File: src/rtl/latch_rf_write_sched.sv
// Write scheduler for a latch-based register file.
// Round-robin arbitrates NREQ requesters onto one shared write port and runs
// each write as SETUP -> ENABLE (EN_CYCLES) -> HOLD. LAT_D and LAT_EN are
// both driven directly from flops, so decode glitches never reach a latch.
module latch_rf_write_sched #(
  parameter int NREQ      = 4,
  parameter int AW        = 3,
  parameter int DW        = 8,
  parameter int EN_CYCLES = 1
) (
  input  logic                      CLK,
  input  logic                      RSTB,
  input  logic [NREQ-1:0]           REQ_VALID,
  input  logic [NREQ*AW-1:0]        REQ_ADDR,
  input  logic [NREQ*DW-1:0]        REQ_DATA,
  output logic [NREQ-1:0]           REQ_READY,
  output logic [DW-1:0]             LAT_D,
  output logic [(1<<AW)-1:0]        LAT_EN,
  output logic                      BUSY,
  output logic [$clog2(NREQ)-1:0]   GRANT_ID
);

  localparam int GW    = $clog2(NREQ);
  localparam int GW1   = GW + 1;
  localparam int DEPTH = 1 << AW;

  typedef enum logic [1:0] {
    ST_IDLE   = 2'd0,
    ST_SETUP  = 2'd1,
    ST_ENABLE = 2'd2,
    ST_HOLD   = 2'd3
  } state_t;

  state_t            state_reg,  state_next;
  logic [GW-1:0]     rr_ptr_reg, rr_ptr_next;
  logic [GW-1:0]     grant_reg,  grant_next;
  logic [AW-1:0]     addr_reg,   addr_next;
  logic [DW-1:0]     lat_d_reg,  lat_d_next;
  logic [DEPTH-1:0]  lat_en_reg, lat_en_next;
  logic [3:0]        cnt_reg,    cnt_next;

  logic [AW-1:0]     req_addr_arr [NREQ];
  logic [DW-1:0]     req_data_arr [NREQ];

  logic              win_found;
  logic [GW-1:0]     win_idx;
  logic [GW1-1:0]    scan_sum;
  logic [GW-1:0]     scan_idx;
  logic [GW1-1:0]    ptr_inc;
  logic [GW-1:0]     ptr_after_win;

  // Unpack the flat request buses into per-requester words.
  genvar gi;
  generate
    for (gi = 0; gi < NREQ; gi++) begin : g_unpack
      assign req_addr_arr[gi] = REQ_ADDR[gi*AW +: AW];
      assign req_data_arr[gi] = REQ_DATA[gi*DW +: DW];
    end
  endgenerate

  // Round-robin search: scan offsets high-to-low so the lowest offset from rr_ptr wins.
  always_comb begin
    win_found = 1'b0;
    win_idx   = '0;
    scan_sum  = '0;
    scan_idx  = '0;
    for (int i = NREQ - 1; i >= 0; i--) begin
      scan_sum = {1'b0, rr_ptr_reg} + GW1'(i);
      if (scan_sum >= GW1'(NREQ)) begin
        scan_sum = scan_sum - GW1'(NREQ);
      end
      scan_idx = scan_sum[GW-1:0];
      if (REQ_VALID[scan_idx]) begin
        win_found = 1'b1;
        win_idx   = scan_idx;
      end
    end
  end

  // Pointer for the next round: one past the winner, wrapping at NREQ.
  always_comb begin
    ptr_inc = {1'b0, win_idx} + GW1'(1);
    if (ptr_inc >= GW1'(NREQ)) begin
      ptr_inc = '0;
    end
    ptr_after_win = ptr_inc[GW-1:0];
  end

  // Next-state logic; LAT_EN is precomputed here so it can leave a flop.
  always_comb begin
    state_next  = state_reg;
    rr_ptr_next = rr_ptr_reg;
    grant_next  = grant_reg;
    addr_next   = addr_reg;
    lat_d_next  = lat_d_reg;
    lat_en_next = '0;
    cnt_next    = cnt_reg;
    REQ_READY   = '0;
    case (state_reg)
      ST_IDLE: begin
        if (win_found) begin
          REQ_READY[win_idx] = 1'b1;
          addr_next   = req_addr_arr[win_idx];
          lat_d_next  = req_data_arr[win_idx];
          grant_next  = win_idx;
          rr_ptr_next = ptr_after_win;
          state_next  = ST_SETUP;
        end
      end
      ST_SETUP: begin
        lat_en_next[addr_reg] = 1'b1;
        cnt_next   = '0;
        state_next = ST_ENABLE;
      end
      ST_ENABLE: begin
        if (cnt_reg == 4'(EN_CYCLES - 1)) begin
          cnt_next   = '0;
          state_next = ST_HOLD;
        end else begin
          cnt_next = cnt_reg + 4'd1;
          lat_en_next[addr_reg] = 1'b1;
        end
      end
      ST_HOLD: begin
        state_next = ST_IDLE;
      end
      default: begin
        state_next = ST_IDLE;
      end
    endcase
  end

  // State and output registers; reset clears LAT_EN immediately.
  always_ff @(posedge CLK or negedge RSTB) begin
    if (!RSTB) begin
      state_reg  <= ST_IDLE;
      rr_ptr_reg <= '0;
      grant_reg  <= '0;
      addr_reg   <= '0;
      lat_d_reg  <= '0;
      lat_en_reg <= '0;
      cnt_reg    <= '0;
    end else begin
      state_reg  <= state_next;
      rr_ptr_reg <= rr_ptr_next;
      grant_reg  <= grant_next;
      addr_reg   <= addr_next;
      lat_d_reg  <= lat_d_next;
      lat_en_reg <= lat_en_next;
      cnt_reg    <= cnt_next;
    end
  end

  assign LAT_D    = lat_d_reg;
  assign LAT_EN   = lat_en_reg;
  assign BUSY     = (state_reg != ST_IDLE);
  assign GRANT_ID = grant_reg;

endmodule

File: config.mk
export PLATFORM = sky130hd
export DESIGN_NAME = latch_rf_write_sched
export DESIGN_NICKNAME = d
export VERILOG_FILES = /design/src/rtl/latch_rf_write_sched.sv
export SDC_FILE = /design/constraint.sdc
export NUM_CORES = 1
export LEC_CHECK = 0
export BUFFER_PORTS_ARGS = -buffer_cell sky130_fd_sc_hd__buf_2
export CAP_MARGIN = 25
export CORE_AREA = 2 2 83 85
export CTS_BUF_LIST = sky130_fd_sc_hd__clkbuf_2 sky130_fd_sc_hd__clkbuf_4 sky130_fd_sc_hd__clkbuf_8
export DETAILED_ROUTE_END_ITERATION = 16
export DIE_AREA = 0 0 85 87
export GPL_ROUTABILITY_DRIVEN = 0
export GPL_TIMING_DRIVEN = 0
export SYNTH_ARGS = -nofsm -noshare
export SYNTH_HDL_FRONTEND = slang
export SYNTH_SLANG_ARGS = --single-unit
File: constraint.sdc
create_clock -name CLK -period 1.59 [get_ports CLK]
set_input_delay 0.159 -clock CLK [delete_from_list [all_inputs] [get_ports CLK]]
set_output_delay 0.159 -clock CLK [all_outputs]
set_load 0.1 [all_outputs]
==> impl_metrics.ini, run 1 <==
[pwr]
ir_drop_mv = 1.081
power.total_w = 0.005840
p_comb_share_pct = 69.8
power_frac_clock_pct = 10.3
swShare_pct = 51.94
cellLeakagePower_nw = 1.283
intPower_w = 0.002806
switching_power_w = 0.003033
seq_power_share_pct = 20.0
p_per_area_mw_per_mm2 = 2166

[logic_synthesis]
synth_fp_nets = 214
syn_area_mm2 = 0.001583
ys_ff_latch = 29
synth_edf_count = 0
ys_async_sr_fraction_pct = 100.0
synth_area_per_cell_um2 = 10.02
synth_area_leader_cell = dfrtp_1
synth_area_leaders = dfrtp_1 46%, mux2i_1 14%, o221ai_1 6.1%, nand2_1 5.0%, ha_1 4.7%
ys_types = 28
synth_top_cell_area_share_pct = 45.85
synthCells = 158
synth_top_flop_cell = dfrtp_1
ys_seq_area_share_pct = 45.85
synth_common_cells = 29 x dfrtp_1, 22 x mux2i_1, 21 x nand2_1, 11 x inv_1, 11 x o221ai_1
synth.most_common_cell = dfrtp_1
yosysWarnings = 0

[clock_network]
tritoncts = built
clk_pin_slew_ps = 60
cts_buffers = 5
htree_levels = 2
cts_sinks = 29
clockRootBuffer = clkbuf_8
cts_buffer_depth = 2
clkLatencyLatePin_ps = 280

[place]
placedCellCount = 310
placed_area_mm2 = 0.002187
port_buffers = 72
dp_hpwl_um = 3158

[min_path]
holdPathStages = 3
hold_class = in -> reg

[critical_path]
r2r_slack_ps = -220
cp_max_fo = 5
path_class = reg -> out
crit_arrival_ps = 1750
endpoint_kind = output port
required_ps = 1430
cp-start-kind = register
r2r_cells = 9

[job]
maxCapViolations = 0

[global_routing]
grt_pass1_vias = 1525
grt_max_degree = 30
grt_pass1_wl_um = 7245
grtUsageTotal_pct = 12.43
antenna_found_initial = 0
overflow = 0

[layout]
nNetsFinal = 309
stdcell_count = 334
synthToLayoutAreaGrowth_pct = 70.36
finish.instance_area_mm2 = 0.002696
num_antenna_cells = 0
drive_gt1_share_pct = 58.66

[sta]
period_share_pct = 120.0
skew_ps = 5.380
drv_slew = 0
worst_pin_slew_ps = 676.9
setup_viol = 15
max_slew_margin_pct = 54.87
max_clock_freq_mhz = 524.3
grt_setup_unrepaired = yes
post-route-min-period_ps = 1907
setup_ws_ps = -317.2
hold_violations = 0

[floorplanning]
die_h_um = 87
die_x_um = 85
core-area_mm2 = 0.006569
num_rows = 30
start_util_pct = 24.10
fp.dieArea_mm2 = 0.007395
io-pin-count = 73

[route]
drt_iter0_drc = 69
routed_wl_um = 4698
via_count = 1538
firstDrtPassIters = 4
vias_per_cell = 4.605
detail-route-antenna-nets = 0
route.detailed.drc = 0
avgRoutedWirePerCell_um = 14.07

[run_status]
violations = negative setup slack
status = finished, violations left
power by group through the flow:
stage	logic [W]	clock network [W]	registers, W
after floorplan	0.00168	0	0.00217
after global placement	0.00325	0	0.00117
after detailed placement	0.00328	0	0.00117
after CTS	0.00384	0.000626	0.00115
after global routing	0.00431	0.000661	0.00120
final	0.00407	0.000600	0.00117
routing by layer:
layer	routed length [um]	part of all wire [%]	up-vias	global-route usage [%]
met1	2056	44	730	15.99
met4	32	0.68	0	4.762
met2	2329	50	45	20.31
met5	0	0	-	0
li1	-	-	759	-
met3	278	5.9	4	2.938
path summary, 6_finish.rpt:
kind                                            from                        end
max in group asynchronous                       RSTB  rr_ptr_reg[1]$_DFFE_PN0P_
min                                      REQ_ADDR[2]    addr_reg[2]$_DFFE_PN0P_
max                        rr_ptr_reg[0]$_DFFE_PN0P_               REQ_READY[3]
min in group asynchronous                       RSTB       LAT_D[6]$_DFFE_PN0P_
max reg2reg                rr_ptr_reg[0]$_DFFE_PN0P_       LAT_D[0]$_DFFE_PN0P_
min reg2reg                  GRANT_ID[1]$_DFFE_PN0P_    GRANT_ID[1]$_DFFE_PN0P_
stage by stage:
stage	setup slack, ps	hold WS [ps]	TNS, ps	utilization (%)
finish	-317.2	180.1	-3265	41.05
global placement	-437.6	236.9	-3130	33.30
detailed placement	-426.7	241.3	-3044	33.30
global route	-385.9	173.3	-4191	41.05
CTS	-408.5	167.1	-4386	38.74
floorplan	-398.9	-136.6	-3488	-
cell families (layout without fill, tap and decap cells):
kind of cell               count (synthesis)  after routing  synth area share (%)
and+or+nand+nor                           48             48                 13.68
adders and majority gates                  6              6                 4.743
buffers and inverters                     20            116                 7.035
DFF                                       29             29                 45.85
AOI/OAI and AO/OA                         33             33                 14.78
muxes                                     22             22                 13.91
worst max-delay path: stages, from the launching register on:
cell and delay (ps):
dfrtp_1 370, nand2b_4 130, a21oi_2 50, a211o_4 300, buf_12 150, clkinv_8 50, ha_4 110, and2_4 130
buf_12 160
layout make-up:
type                    instances  area [um^2]
clock inverters                 2        10.01
well taps                      80        100.1
clock buffers                   6        76.32
inverters                      12        61.31
fillers                       647         3872
flip-flops and latches         29        726.9
multi-input cells             109         1016
plain buffers                   6        88.84
repair buffers                 90        616.8
placed cells by master (no fill, tap or decap), types with 5 or more instances in the layout:
master,Yosys,final
clkbuf_8,0,5
buf_2,4,67
mux2i_1,22,8
buf_12,1,8
o21ai_0,6,6
inv_1,11,7
buf_6,2,6
mux2i_4,0,6
o221ai_2,0,10
buf_4,0,12
mux2i_2,0,8
dfrtp_1,29,28
nor2_1,9,8
nand2_1,21,20
what timing repair did:
| item | CTS | global route |
|---|---|---|
| pin swaps | 12 | 13 |
| endpoints found under the hold margin | 29 | 0 |
| setup endpoints to repair | 17 | 27 |
| gates resized for setup | 44 | 28 |
| gates cloned | 1 | 1 |
| buffers inserted | 10 | 9 |
| hold buffers | 1 | 0 |
(Power assumes the default switching activity.)
==> inputs of run 2 (changes only) <==
Settings changed: TNS_END_PERCENT from default to 10.
==> run 2 against run 1 <==
The flow still finishes with violations (negative setup slack). Via count down 2.5%. Power shrank 12%. Critical endpoint is now REQ_READY[0]. First-iteration DRC count is 10% lower. Worst setup slack worse by 53 ps.
==> impl_metrics.ini, run 2 (same netlist as run 1, synthesis figures left out) <==
[run_status]
status = finished, violations left
violations = negative setup slack

[clock_network]
tritoncts = built
clkLatencyLatePin_ps = 270
clockRootBuffer = clkbuf_8
cts_sinks = 29
htree_levels = 2
cts_buffer_depth = 2
cts_buffers = 5
clk_pin_slew_ps = 60

[sta]
skew_ps = 7.987
setup_ws_ps = -369.9
worst_pin_slew_ps = 675.5
grt_setup_unrepaired = yes
max_clock_freq_mhz = 510.2
hold_violations = 0
max_slew_margin_pct = 54.97
setup_viol = 15
drv_slew = 0
post-route-min-period_ps = 1960
whs_ps = 182.9
period_share_pct = 123.3

[floorplanning]
die_x_um = 85
fp.dieArea_mm2 = 0.007395
num_rows = 30
io-pin-count = 73
start_util_pct = 24.10
core-area_mm2 = 0.006569
die_h_um = 87

[critical_path]
crit_arrival_ps = 1800
cpPeakStageDelay_ps = 410
critPathMostFrequentCell = buf_12
cp_max_fo = 4
r2r_cells = 8
cp-start-kind = register
cp_slowest_cell = dfrtp_1
endpoint_kind = output port
required_ps = 1430
path_class = reg -> out
cp_cell_sequence = nand2b_1, a21oi_1, a211o_1, buf_12, inv_6, buf_6, nor3_4, buf_12

[global_routing]
grtUsageTotal_pct = 11.66
grt_pass1_vias = 1460
grt_max_degree = 30
antenna_found_initial = 0
grt_pass1_wl_um = 6796
overflow = 0

[route]
vias_per_cell = 4.612
routed_wl_um = 4181
avgRoutedWirePerCell_um = 12.86
firstDrtPassIters = 4
detail-route-antenna-nets = 0
via_count = 1499
drt_iter0_drc = 62
route.detailed.drc = 0

[min_path]
hold_class = in -> reg
holdPathStages = 3

[layout]
layout_common_cells = 68 x buf_2, 29 x dfrtp_1, 22 x mux2i_1
synthToLayoutAreaGrowth_pct = 48.22
finish.instance_area_mm2 = 0.002346
final_util_pct = 35.71
ff_latch_area_um2 = 725.7
multiInputGateArea_um2 = 804.5
fillCellCount = 678
layout_commonest_cell = buf_2
drive_gt1_share_pct = 43.67
nNetsFinal = 301
num_antenna_cells = 0

[pwr]
cellLeakagePower_nw = 1.219
ir_drop_mv = 1.170
power.total_w = 0.005116
p_per_area_mw_per_mm2 = 2181

[place]
post-place-ws_ps = -423.4
placed_area_mm2 = 0.002098
dp_hpwl_um = 3087
port_buffers = 72

[job]
maxCapViolations = 0
-- run 2: timing repair --
item | CTS | global route
endpoints found under the hold margin | 29 | 0
endpoints found under the setup margin | 19 | 29
pin swaps | 2 | 12
setup buffers | 3 | 5
resized for setup | 23 | 8
hold buffers | 1 | 0
-- run 2: metrics by stage --
step           TNS, ps  cells
2_1_floorplan    -4875    158
3_3_place_gp     -3267    310
3_5_place_dp     -3518    310
4_1_cts          -3241    321
5_1_grt          -4532    325
6_report         -2819    325
-- run 2: report_power, final --
part	leakage, nW	switching [W]	internal (W)	total (W)
clock network	0.0477	0.000257	0.000360	0.000617
registers	0.374	0.000166	0.000981	0.00115
logic	0.797	0.00232	0.00103	0.00335
-- run 2: per-layer routing --
layer	vias to the layer above	share of wire, %	track usage (%)
li1	741	-	-
met1	707	42	13.77
met2	49	52	20.17
met3	2	5.2	3.033
met4	0	1.2	4.762
met5	-	0	0
-- run 2: critical path: cells and delay by family, from the launching register on --
| kind | cells | cell delay [ps] |
|---|---|---|
| AOI/OAI and AO/OA | 2 | 310 |
| buffers and inverters | 4 | 460 |
| DFF | 1 | 410 |
| and+or+nand+nor | 2 | 340 |
-- run 2: path summary, 6_finish.rpt --
| kind | startpoint | to | slack (ps) |
|---|---|---|---|
| max | rr_ptr_reg[0]$_DFFE_PN0P_ | REQ_READY[0] | -370 |
| min | REQ_DATA[11] | LAT_D[3]$_DFFE_PN0P_ | 180 |
| max reg2reg | rr_ptr_reg[0]$_DFFE_PN0P_ | addr_reg[0]$_DFFE_PN0P_ | -180 |
| min reg2reg | LAT_D[4]$_DFFE_PN0P_ | LAT_D[4]$_DFFE_PN0P_ | 480 |
| max in group asynchronous | RSTB | LAT_EN[1]$_DFF_PN0_ | 690 |
| min in group asynchronous | RSTB | cnt_reg[3]$_DFFE_PN0P_ | 460 |
-- run 2: layout make-up --
cell class | instances | area share [%]
Multi-Input combinational cell | 109 | 34.29
Sequential cell | 29 | 30.93
Timing Repair Buffer | 81 | 21.12
Tap cell | 80 | 4.267
Clock buffer | 7 | 3.840
Buffer | 7 | 3.253
Inverter | 12 | 2.293
==> inputs of run 3 (changes only) <==
==> constraint.sdc (replaced) <==
create_clock -name CLK -period 1.59 [get_ports CLK]
set_input_delay 0.0795 -clock CLK [delete_from_list [all_inputs] [get_ports CLK]]
set_output_delay 0.0795 -clock CLK [all_outputs]
set_load 0.1 [all_outputs]
==> run 3 against run 2 <==
The flow still finishes with violations (negative setup slack). First-iteration DRC count down 29%. Flip-flop and latch count unchanged. Die area unchanged. Via count down 1.2%. Critical path type unchanged. Highest routed layer unchanged.
==> impl_metrics.ini, run 3 (same netlist as run 1, synthesis figures left out) <==
[run_status]
status = finished, violations left
violations = negative setup slack

[route]
detail-route-antenna-nets = 0
route.detailed.drc = 0
avgRoutedWirePerCell_um = 13.00
via_count = 1481
vias_per_cell = 4.557
drt_iter0_drc = 44
routed_wl_um = 4226
firstDrtPassIters = 4

[global_routing]
grt_max_degree = 30
grt_pass1_wl_um = 6630
grtUsageTotal_pct = 11.43
antenna_found_initial = 0
overflow = 0
grt_pass1_vias = 1437

[clock_network]
clkLatencyLatePin_ps = 280
clk_pin_slew_ps = 60
cts_sinks = 29
cts_buffers = 5
clockRootBuffer = clkbuf_8
tritoncts = built
cts_buffer_depth = 2
htree_levels = 2

[critical_path]
path_class = reg -> out
cp_slowest_cell = dfrtp_1
required_ps = 1510
cpPeakStageDelay_ps = 390
cp-start-kind = register
endpoint_kind = output port
crit_arrival_ps = 1800
cp_cell_sequence = nand2b_4, a21oi_2, a211o_1, buf_6, buf_12, inv_8, ha_4, and2_4, buf_12
cp_max_fo = 5
critPathMostFrequentCell = buf_12

[layout]
stdcell_count = 325
layout_common_cells = 68 x buf_2, 29 x dfrtp_1, 22 x mux2i_1
finish.instance_area_mm2 = 0.002365
num_antenna_cells = 0
synthToLayoutAreaGrowth_pct = 49.41
drive_gt1_share_pct = 44.49
nNetsFinal = 300
layout_commonest_cell = buf_2

[sta]
post-route-min-period_ps = 1876
drv_slew = 0
hold_violations = 0
skew_ps = 6.235
max_slew_margin_pct = 47.76
period_share_pct = 118.0
grt_setup_unrepaired = yes
setup_ws_ps = -286.1
worst_pin_slew_ps = 776.5
max_clock_freq_mhz = 533.0
setup_viol = 15
fin_setup_tns_ps = -2256
whs_ps = 93.28

[floorplanning]
die_h_um = 87
core-area_mm2 = 0.006569
start_util_pct = 24.10
num_rows = 30
die_x_um = 85
io-pin-count = 73
fp.dieArea_mm2 = 0.007395

[pwr]
cellLeakagePower_nw = 1.230
p_per_area_mw_per_mm2 = 2195
ir_drop_mv = 1.263

[place]
placedCellCount = 310
placed_area_mm2 = 0.002103
dp_hpwl_um = 3243
post-place-ws_ps = -415.4
port_buffers = 72

[job]
maxCapViolations = 0

[min_path]
hold_class = in -> reg
==> run 3: changes by cell type in the layout (fill, tap and decap cells not counted), sizes merged <==
cell / change
clkbuf: -2
clkinv: +1
buf: +1
==> run 3: area by class of cell <==
cell class / instances / area, um^2
buffer: 8 / 93.84
clock buffer: 7 / 96.34
clock inverter: 1 / 5.005
fill: 688 / 4204
inverter: 12 / 56.30
multi-input combinational: 109 / 820.8
sequential: 29 / 725.7
tap: 80 / 100.1
timing repair buffer: 79 / 466.7
==> run 3: final timing paths <==
kind                                      startpoint                        to  slack (ps)  cells past startpoint
setup / recovery           rr_ptr_reg[0]$_DFFE_PN0P_              REQ_READY[3]        -290                      9
hold / removal                          REQ_DATA[12]      LAT_D[4]$_DFFE_PN0P_          90                      3
setup reg to reg           rr_ptr_reg[0]$_DFFE_PN0P_      LAT_D[1]$_DFFE_PN0P_        -150                      8
hold reg to reg                 LAT_D[3]$_DFFE_PN0P_      LAT_D[3]$_DFFE_PN0P_         480                      2
max in group asynchronous                       RSTB  state_reg[0]$_DFFE_PN0P_         780                      2
min in group asynchronous                       RSTB       LAT_EN[5]$_DFF_PN0_         370                      2
==> run 3: repair_timing <==
action | 4_1_cts | 5_1_grt
hold endpoints to repair | 29 | 0
gates resized for setup | 27 | 7
gates cloned | 0 | 0
hold buffers | 1 | 0
endpoints found under the setup margin | 19 | 28
setup buffers | 4 | 2
pin swaps | 2 | 9
==> run 3: where the power goes <==
part	switching (W)	internal, W	total [W]
registers	0.000176	0.000981	0.00116
clock network	0.000272	0.000390	0.000662
logic	0.00233	0.00104	0.00337
==> run 3: critical path, delay by kind of cell, from the launching register on <==
kind            cells  cell delay (ps)
simple gates        2              280
fa+ha+maj           1              110
compound gates      2              270
buf+inv             4              460
flops               1              390
==> run 3: per-stage QoR <==
stage / power [W] / util [%]
final: 0.005190 / 36.00
after global routing: 0.005505 / 36.00
after CTS: 0.005163 / 35.62
after detailed placement: 0.004271 / 32.02
after global placement: 0.004222 / 32.02
after floorplan: 0.003667 / -
==> run 3: per-layer routing <==
layer / global-route usage [%] / wire length (um) / vias up
met5: 0 / 0 / -
met4: 4.329 / 57 / 0
met3: 2.749 / 195 / 7
met2: 20.31 / 2236 / 41
met1: 13.33 / 1736 / 696
li1: - / - / 737
